$ cat config.mk
export PLATFORM = sky130hd
export DESIGN_NAME = instr_sequencer_flat
export DESIGN_NICKNAME = d
export VERILOG_FILES = /design/src/rtl/instr_sequencer_if.sv /design/src/rtl/instr_sequencer.sv /design/src/flat_wrapper.sv
export SDC_FILE = /design/constraint.sdc
export NUM_CORES = 1
export LEC_CHECK = 0
export CORE_ASPECT_RATIO = 1.5
export CORE_UTILIZATION = 54
export CTS_CLUSTER_DIAMETER = 60
export DETAILED_ROUTE_END_ITERATION = 12
export PLACE_DENSITY = 0.81
export SETUP_SLACK_MARGIN = 0.05
export SLEW_MARGIN = 25
export SYNTH_ARGS = -nofsm -noshare
export SYNTH_HDL_FRONTEND = slang
export SYNTH_SLANG_ARGS = --single-unit
$ cat constraint.sdc
create_clock -name clk -period 2.4 [get_ports clk]
set_input_delay 0.36 -clock clk [delete_from_list [all_inputs] [get_ports clk]]
set_output_delay 0.36 -clock clk [all_outputs]
set_load 0.05 [all_outputs]
$ cat src/rtl/instr_sequencer_if.sv
// Bundle of the sequencer's handshake and control signals: ROM fetch,
// ALU flags, data memory request/ready and register file strobe.
interface instr_sequencer_if #(
    parameter int PC_W = 8
);
    logic            start;
    logic            done;
    logic            error;
    logic [PC_W-1:0] instr_addr;
    logic [8:0]      instr_data;
    logic [3:0]      opcode_o;
    logic [4:0]      field_o;
    logic            alu_zero;
    logic            alu_lt;
    logic            reg_we;
    logic            mem_re;
    logic            mem_we;
    logic            mem_ready;

    // Sequencer side
    modport master (
        input  start, instr_data, alu_zero, alu_lt, mem_ready,
        output done, error, instr_addr, opcode_o, field_o, reg_we, mem_re, mem_we
    );

    // Environment side (ROM, ALU, data memory, register file)
    modport slave (
        output start, instr_data, alu_zero, alu_lt, mem_ready,
        input  done, error, instr_addr, opcode_o, field_o, reg_we, mem_re, mem_we
    );
endinterface

$ cat src/rtl/instr_sequencer.sv
// Multi-cycle control sequencer for the 8-bit core. Fetches 9-bit
// instructions into IR, decodes the 4-bit opcode and drives the register
// file / data memory strobes and the PC. All strobes come straight from
// flops so they are glitch-free.
//
// Opcode map: 0000 LB, 0001 STR, 0010 LHB, 0011 MVB, 0100 LIM, 0101 MVF,
// 0110 SFT, 0111 ADD, 1000 SUB, 1001 INC, 1010 BEQ, 1011 BNE, 1100 BLT,
// 1101 JMP, 1110 HALT, 1111 TBA. Every opcode not handled explicitly is an
// ALU/move/LIM instruction that goes through WB.
module instr_sequencer #(
    parameter int PC_W        = 8,
    parameter int MEM_TIMEOUT = 15
) (
    input  logic              clk,
    input  logic              reset_n,
    instr_sequencer_if.master bus
);
    localparam int TMO_W = $clog2(MEM_TIMEOUT + 1);

    localparam logic [3:0] OP_LB   = 4'b0000;
    localparam logic [3:0] OP_STR  = 4'b0001;
    localparam logic [3:0] OP_BEQ  = 4'b1010;
    localparam logic [3:0] OP_BNE  = 4'b1011;
    localparam logic [3:0] OP_BLT  = 4'b1100;
    localparam logic [3:0] OP_JMP  = 4'b1101;
    localparam logic [3:0] OP_HALT = 4'b1110;
    localparam logic [3:0] OP_TBA  = 4'b1111;

    typedef enum logic [2:0] {
        IDLE,
        FETCH,
        DECODE,
        EXEC,
        MEM,
        WB,
        HALTED
    } state_t;

    state_t            state;
    logic [PC_W-1:0]   pc;
    logic [8:0]        ir;
    logic [TMO_W-1:0]  tmo_cnt;
    logic              done_r;
    logic              error_r;
    logic              reg_we_r;
    logic              mem_re_r;
    logic              mem_we_r;

    logic [3:0]        opcode;
    logic signed [4:0] off_s;
    logic [PC_W-1:0]   pc_inc;
    logic [PC_W-1:0]   pc_off;
    logic              take_branch;

    assign opcode = ir[8:5];
    assign off_s  = ir[4:0];
    // Both wrap modulo 2^PC_W; the offset is sign-extended to PC width first.
    assign pc_inc = pc + PC_W'(1);
    assign pc_off = pc + PC_W'(off_s);

    assign bus.instr_addr = pc;
    assign bus.opcode_o   = ir[8:5];
    assign bus.field_o    = ir[4:0];
    assign bus.done       = done_r;
    assign bus.error      = error_r;
    assign bus.reg_we     = reg_we_r;
    assign bus.mem_re     = mem_re_r;
    assign bus.mem_we     = mem_we_r;

    // Branch decision from the ALU flags presented during EXEC; JMP always taken.
    always_comb begin
        take_branch = 1'b0;
        case (opcode)
            OP_BEQ:  take_branch = bus.alu_zero;
            OP_BNE:  take_branch = !bus.alu_zero;
            OP_BLT:  take_branch = bus.alu_lt;
            OP_JMP:  take_branch = 1'b1;
            default: take_branch = 1'b0;
        endcase
    end

    // Sequencer FSM: state, PC, IR, memory timeout and registered strobes.
    always_ff @(posedge clk or negedge reset_n) begin
        if (!reset_n) begin
            state    <= IDLE;
            pc       <= '0;
            ir       <= '0;
            tmo_cnt  <= '0;
            done_r   <= 1'b0;
            error_r  <= 1'b0;
            reg_we_r <= 1'b0;
            mem_re_r <= 1'b0;
            mem_we_r <= 1'b0;
        end else begin
            case (state)
                IDLE, HALTED: begin
                    if (bus.start) begin
                        pc      <= '0;
                        done_r  <= 1'b0;
                        error_r <= 1'b0;
                        state   <= FETCH;
                    end
                end
                FETCH: begin
                    ir    <= bus.instr_data;
                    state <= DECODE;
                end
                DECODE: begin
                    case (opcode)
                        OP_HALT: begin
                            done_r <= 1'b1;
                            state  <= HALTED;
                        end
                        OP_TBA: begin
                            pc    <= pc_inc;
                            state <= FETCH;
                        end
                        default: state <= EXEC;
                    endcase
                end
                EXEC: begin
                    case (opcode)
                        OP_BEQ, OP_BNE, OP_BLT, OP_JMP: begin
                            pc    <= take_branch ? pc_off : pc_inc;
                            state <= FETCH;
                        end
                        OP_LB: begin
                            mem_re_r <= 1'b1;
                            tmo_cnt  <= '0;
                            state    <= MEM;
                        end
                        OP_STR: begin
                            mem_we_r <= 1'b1;
                            tmo_cnt  <= '0;
                            state    <= MEM;
                        end
                        default: begin
                            reg_we_r <= 1'b1;
                            state    <= WB;
                        end
                    endcase
                end
                MEM: begin
                    if (bus.mem_ready) begin
                        mem_re_r <= 1'b0;
                        mem_we_r <= 1'b0;
                        tmo_cnt  <= '0;
                        if (opcode == OP_LB) begin
                            reg_we_r <= 1'b1;
                            state    <= WB;
                        end else begin
                            pc    <= pc_inc;
                            state <= FETCH;
                        end
                    end else if (tmo_cnt == TMO_W'(MEM_TIMEOUT - 1)) begin
                        // This is the MEM_TIMEOUT-th cycle without ready: abort.
                        mem_re_r <= 1'b0;
                        mem_we_r <= 1'b0;
                        error_r  <= 1'b1;
                        done_r   <= 1'b1;
                        state    <= HALTED;
                    end else begin
                        tmo_cnt <= tmo_cnt + TMO_W'(1);
                    end
                end
                WB: begin
                    reg_we_r <= 1'b0;
                    pc       <= pc_inc;
                    state    <= FETCH;
                end
                default: state <= IDLE;
            endcase
        end
    end
endmodule

$ cat src/flat_wrapper.sv
// flat-port wrapper written by rule: the top's interface ports become plain ports
module instr_sequencer_flat 
#(
    parameter int PC_W        = 8,
    parameter int MEM_TIMEOUT = 15
)
  (clk, reset_n, bus_start, bus_instr_data, bus_alu_zero, bus_alu_lt, bus_mem_ready, bus_done, bus_error, bus_instr_addr, bus_opcode_o, bus_field_o, bus_reg_we, bus_mem_re, bus_mem_we);
  instr_sequencer_if #(.PC_W(PC_W)) bus_i ();
  input  logic clk;
  input  logic reset_n;
  input wire logic [$bits(bus_i.start)-1:0] bus_start;
  input wire logic [$bits(bus_i.instr_data)-1:0] bus_instr_data;
  input wire logic [$bits(bus_i.alu_zero)-1:0] bus_alu_zero;
  input wire logic [$bits(bus_i.alu_lt)-1:0] bus_alu_lt;
  input wire logic [$bits(bus_i.mem_ready)-1:0] bus_mem_ready;
  output wire logic [$bits(bus_i.done)-1:0] bus_done;
  output wire logic [$bits(bus_i.error)-1:0] bus_error;
  output wire logic [$bits(bus_i.instr_addr)-1:0] bus_instr_addr;
  output wire logic [$bits(bus_i.opcode_o)-1:0] bus_opcode_o;
  output wire logic [$bits(bus_i.field_o)-1:0] bus_field_o;
  output wire logic [$bits(bus_i.reg_we)-1:0] bus_reg_we;
  output wire logic [$bits(bus_i.mem_re)-1:0] bus_mem_re;
  output wire logic [$bits(bus_i.mem_we)-1:0] bus_mem_we;
  assign bus_i.start = bus_start;
  assign bus_i.instr_data = bus_instr_data;
  assign bus_i.alu_zero = bus_alu_zero;
  assign bus_i.alu_lt = bus_alu_lt;
  assign bus_i.mem_ready = bus_mem_ready;
  assign bus_done = bus_i.done;
  assign bus_error = bus_i.error;
  assign bus_instr_addr = bus_i.instr_addr;
  assign bus_opcode_o = bus_i.opcode_o;
  assign bus_field_o = bus_i.field_o;
  assign bus_reg_we = bus_i.reg_we;
  assign bus_mem_re = bus_i.mem_re;
  assign bus_mem_we = bus_i.mem_we;
  instr_sequencer #(.PC_W(PC_W), .MEM_TIMEOUT(MEM_TIMEOUT)) u_core (.clk(clk), .reset_n(reset_n), .bus(bus_i));
endmodule
## After elaboration in Yosys (flattened, before gate mapping)

Cells that the tools add are included.

| storage, ports and cells | value |
|---|---|
| memories kept | 0 |
| memory bits (read-only) | 0 |
| memory bits (writable) | 0 |
| flip-flop bits (word level) | 29 |
| latch bits | 0 |
| output and inout port bits | 22 |
| input bits | 15 |

| cells by class | value |
|---|---|
| reduce and logical (&&, ||, !) cells | 20 |
| bitwise gates (word level) | 0 |
| equal/unequal tests | 29 |
| magnitude comparators | 0 |
| divide/modulo/power cells | 0 |
| $add $sub $neg | 3 |
| shift operators | 0 |
| multiplexer cells | 34 |
| multiply operators | 0 |

Operator list:

| kind | count |
|---|---|
| two-way mux 8 bit | 6 |
| case mux 8 bit (5 select lines) | 1 |
| == test 4 bit (second input constant) | 7 |
| case mux 3 bit (6 select lines) | 1 |
| inequality test 2 x 1 -> 1 bit (second input constant) | 7 |
| two-way mux 3 bit | 4 |
| two-way mux 4 bit | 3 |
| inequality test 2 bit (second input constant) | 6 |
| case mux 3 bit (2 select lines) | 2 |
| two-way mux 1 bit | 10 |
| == test 3 bit (second input constant) | 3 |
| AND reduction 3 bit | 3 |
| adder 8 x 1 -> 8 bit (second input constant) | 1 |
| adder 8 bit | 1 |
| case mux 4 bit (2 select lines) | 1 |
| AND reduction 4 bit | 2 |
| == test 3 x 2 -> 1 bit (second input constant) | 2 |
| case mux 1 bit (2 select lines) | 3 |
| case mux 1 bit (3 select lines) | 2 |
| AND reduction 6 bit | 1 |
| nonzero test 3 bit | 2 |
| OR reduction 6 bit | 1 |
| AND reduction 5 bit | 1 |
| nonzero test 5 bit | 1 |
| other kinds (13) | 15 |

## Longest topological paths before layout

Gate-level depths: netlist of the first run.

| logic depth | value |
|---|---|
| depth after elaboration | 5 |
| depth in mapped cells | 8 |

## Least setup slack after synthesis of the first run

Ideal clock, no wire load.

| timing path | value |
|---|---|
| path kind | register to register |
| from | register u_core.pc[0] (netlist: u_core.bus.instr_addr[0]) |
| to | register u_core.pc[6] (netlist: u_core.bus.instr_addr[6]) |
| setup time | 0.123 ns |
| path slack | 0.201 ns |
| arrival | 2.076 ns |
| stages on the path, launching flop included | 9 |
| period minus slack after synthesis | 2.199 ns |
| required time | 2.277 ns |
| cell sequence | dfrtp_1 > ha_1 > fa_1 > a211oi_1 > o21ai_0 > a21oi_1 > xnor2_1 > a22oi_1 > nand2_1 |

| on the way | value |
|---|---|
| cells in the longest elaborated chain, start to end | 4 |
| elaborated cells on any way between the ends | 8 |
| those cells by class | add/sub: 2; mux: 6 |

RTL lines:

| item | RTL line | text |
|---|---|---|
| start, declared | instr_sequencer.sv:40 | `logic [PC_W-1:0] pc;` |
| start signal, assigned | instr_sequencer.sv:115 | `pc <= pc_inc;` |
| start signal, assigned | instr_sequencer.sv:124 | `pc <= take_branch ? pc_off : pc_inc;` |
| start signal, assigned | instr_sequencer.sv:152 | `pc <= pc_inc;` |
| adder 8 x 1 -> 8 bit or adder 8 bit (tied branches) | instr_sequencer.sv:58, instr_sequencer.sv:59 |  |
| two-way mux 8 bit, on equally long branches | instr_sequencer.sv:148, instr_sequencer.sv:124 |  |
| two-way mux 8 bit, on equally long branches | instr_sequencer.sv:144, instr_sequencer.sv:122 |  |
| case mux 8 bit (5 select lines) (*) | instr_sequencer.sv:95 | `case (state)` |

Mark *: on every way between the ends. The rest lies on a longest branch, timed or not. The select of a mux whose other input is x is not followed.
A chain may end at the register's enable or synchronous reset.

## Worst setup path in the final report of the first run

Same ends and word-level chain as after synthesis.

==> results of run 1 <==
placed cells by master, fill, tap and decap left out, types with 7 or more instances in the layout:
master / count
nor2_1: 15
mux2_2: 10
nand2_1: 21
ha_1: 10
o21ai_0: 21
nor3_1: 7
dfrtp_1: 28
clkdlybuf4s50_1: 36
a21oi_1: 18
cell type report:
cell class	instances	area share
clock buffers	7	0.0327
inverters	6	0.00853
multi-input cells	188	0.509
flip-flops and latches	29	0.275
well taps	45	0.0213
repair buffers	42	0.154
flip-flops by register name, summed over array words and instances (netlist names):
| name | cells |
|---|---|
| u_core.bus.done | 1 |
| u_core.bus.mem_re | 1 |
| u_core.bus.mem_we | 1 |
| u_core.state | 3 |
| u_core.bus.error | 1 |
| u_core.bus.reg_we | 1 |
| u_core.tmo_cnt | 4 |
| u_core.ir | 9 |
| u_core.bus.instr_addr | 8 |
power by group through the flow:
| stage | combinational (mW) | clock (mW) | sequential (mW) |
|---|---|---|---|
| after floorplan | 1.47 | 0 | 1.36 |
| after global placement | 2.25 | 0 | 1.03 |
| after detailed placement | 2.31 | 0 | 1.04 |
| after CTS | 2.33 | 0.422 | 1.03 |
| after global routing | 2.51 | 0.442 | 1.08 |
| final | 2.33 | 0.420 | 1.03 |
worst min-delay path by stage:
stage                                     start                     endpoint  slack [ns]  depth (start not counted)
floorplan                               reset_n  u_core.bus.done$_DFFE_PN0P_        0.06                          0
global placement    u_core.bus.done$_DFFE_PN0P_  u_core.bus.done$_DFFE_PN0P_        0.48                          1
detailed placement  u_core.bus.done$_DFFE_PN0P_  u_core.bus.done$_DFFE_PN0P_        0.49                          1
CTS                                     reset_n     u_core.ir[3]$_DFFE_PN0P_        0.47                          2
global route                            reset_n     u_core.ir[3]$_DFFE_PN0P_        0.51                          2
finish                                  reset_n     u_core.ir[3]$_DFFE_PN0P_        0.45                          2
through the flow:
step / std cells / total power, mW / hold WS, ns / instance area, um2
2_1_floorplan: 236 / 2.83 / 0.0644 / 2210
3_3_place_gp: 310 / 3.28 / 0.484 / 2550
3_5_place_dp: 310 / 3.35 / 0.485 / 2550
4_1_cts: 317 / 3.78 / 0.473 / 2640
5_1_grt: 317 / 4.04 / 0.508 / 2640
6_report: 317 / 3.78 / 0.455 / 2640
cells by family after synthesis:
group | count (synthesis) | synth area share
XOR/XNOR | 12 | 0.0511
AND/OR/NAND/NOR | 85 | 0.224
flip-flops | 29 | 0.329
AO/OA/AOI/OAI | 68 | 0.208
adder cells (fa/ha/maj) | 11 | 0.0658
multiplexers | 12 | 0.0601
buffers and inverters | 19 | 0.0624
worst register-to-register path, cell delays in order (launching register included):
cell,delay (ns)
dfrtp_2,0.45
ha_1,0.22
fa_1,0.43
a211oi_1,0.27
o21ai_0,0.13
a21oi_1,0.18
xnor2_1,0.09
a22oi_1,0.20
nand2_1,0.09
routing by layer:
metal  vias to the layer above  wire length, um
li1                        920                -
met1                       906             1970
met2                        56             2830
met3                        18              183
met4                         0              212
met5                         -                0
==> flow_metrics.tcl, run 1 <==
set metrics [dict create \
    htreeDepth 2 \
    power_frac_clock 0.111 \
    critical_path.top_delay_family "compound AO/OA/AOI/OAI gates" \
    drive_gt1_frac 0.143 \
    clock_sinks 29 \
    rsz0062_at_grt "no" \
    utilization 0.673 \
    dp_slack_ns 0.200 \
    vias 1900 \
    cp-endpoint "u_core.bus.instr_addr[6]$_DFFE_PN0P_" \
    core_area_mm2 0.00392 \
    clk_pin_slew_ns 0.07 \
    synth_top_flop_cell "dfrtp_1" \
    drc 0 \
    synth_cell_type_count 58 \
    final-setup-viol-count 0 \
    switching_share 0.511 \
    p_int_mw 1.85 \
    reg2reg_to "u_core.bus.instr_addr[6]$_DFFE_PN0P_" \
    wire_per_inst_um 16.4 \
    cp-start-kind "flop" \
    hp-class "in -> async" \
    grt_antenna_before_repair 0 \
    multi_input_area_mm2 0.00134 \
    numCtsBuffers 5 \
    status "finished, final reports clean" \
    fin_ws_ns 0.208 \
    avgSynthCellArea_um2 9.35 \
    synthTopCellsByArea "dfrtp_1, ha_1, mux2_2" \
    critPathKind "reg -> reg" \
    fmax_mhz 456 \
    cts_hold_buf 0 \
    fin_skew_ns 0.00674 \
    portBuffers 36 \
    fin_crit_ns 2.19 \
    synth_edf_count 0 \
    grt_pass1_vias 1959 \
    die_x_um 54.2 \
    grt_util_met3 0.0587 \
    startpoint "u_core.bus.instr_addr[0]$_DFFE_PN0P_" \
    root_buffer "clkbuf_8" \
    antenna_cells 0 \
    finalWirelength_um 5200 \
    initial_utilization 0.562 \
    worstMarginPinSlew_ns 0.612 \
    grt_use_total 0.279 \
    r2r-start "u_core.bus.instr_addr[0]$_DFFE_PN0P_" \
    pwr-share-comb 0.616 \
    grt_max_degree 30 \
    drt_first_iter_violations 43 \
    synth_top_area_frac 0.329 \
    slowest_delay_ns 0.45 \
    fin_nets 298 \
    hold_viol 0 \
    first_pass_iters 4 \
    postRouteAntennaNets 0 \
    path_max_fanout 8 \
    period_share 0.913 \
    area_delta_synth_final_pct 19.7 \
    r2r_cells 8 \
    gr-total-overflow 0 \
    yosys.area.top_type "dfrtp_1" \
    dp_hpwl_um 3800 \
    synth.most_common_cell "dfrtp_1" \
    path_cells "ha_1 > fa_1 > a211oi_1 > o21ai_0 > a21oi_1 > xnor2_1 > a22oi_1 > nand2_1" \
    synthTopCellsByCount "dfrtp_1, nand2_1, o21ai_0" \
    slew_headroom 0.592 \
    power_frac_seq 0.273 \
    setup_tns_ns 0 \
    ctsLongestPathBuffers 2 \
    pin_count 37 \
    seq_area_frac_synth 0.329 \
    grt-busiest-layer "met2" \
    grt_pass1_wl_um 8720 \
    worstPathArrival_ns 2.36 \
    nFillCells 336 \
    die_h_um 80.3 \
    met2_usage 0.487 \
    reg2reg_slack_ns 0.21 \
    end_kind "flop" \
    power.switching_mw 1.93 \
    die-area_mm2 0.00435 \
    gp_congestion 0.914 \
    post_cts_resized 0 \
    via_per_inst 5.99 \
    maxCapViolations 0 \
    crit_cells 8 \
    peakVddDrop_mv 1.01 \
    syn_area_mm2 0.00221 \
    post_cts_buffers 0 \
    synth-seq-cells 29 \
    report.final.slew_viol_count 0 \
    yosysWarningCount 0 \
    p_per_area_mw_per_mm2 1430 \
    syn_nets 262 \
    clock_latency_ns 0.29 \
    cts_tree "done" \
    crit_path_top_delay_cell "dfrtp_2" \
    rows 28 \
    syn_inst 236 \
    cp_num_buf_inv 0 \
    final-seq-area_um2 727 \
    leakagePower_nw 1.11 \
    cp.required_ns 2.57 \
    ys_async_sr_fraction 1.00 \
    met1_usage 0.288 \
]
(Power assumes the default switching activity.)
==> run 2, diff against run 1 <==
--- a/config.mk
+++ b/config.mk
@@ -9,6 +9,7 @@
 export CORE_UTILIZATION = 54
 export CTS_CLUSTER_DIAMETER = 60
 export DETAILED_ROUTE_END_ITERATION = 12
+export GPL_ROUTABILITY_DRIVEN = 0
 export PLACE_DENSITY = 0.81
 export SETUP_SLACK_MARGIN = 0.05
 export SLEW_MARGIN = 25
==> results of run 2 <==
No change in the layout: final DEF, timing and power equal those of run 1.
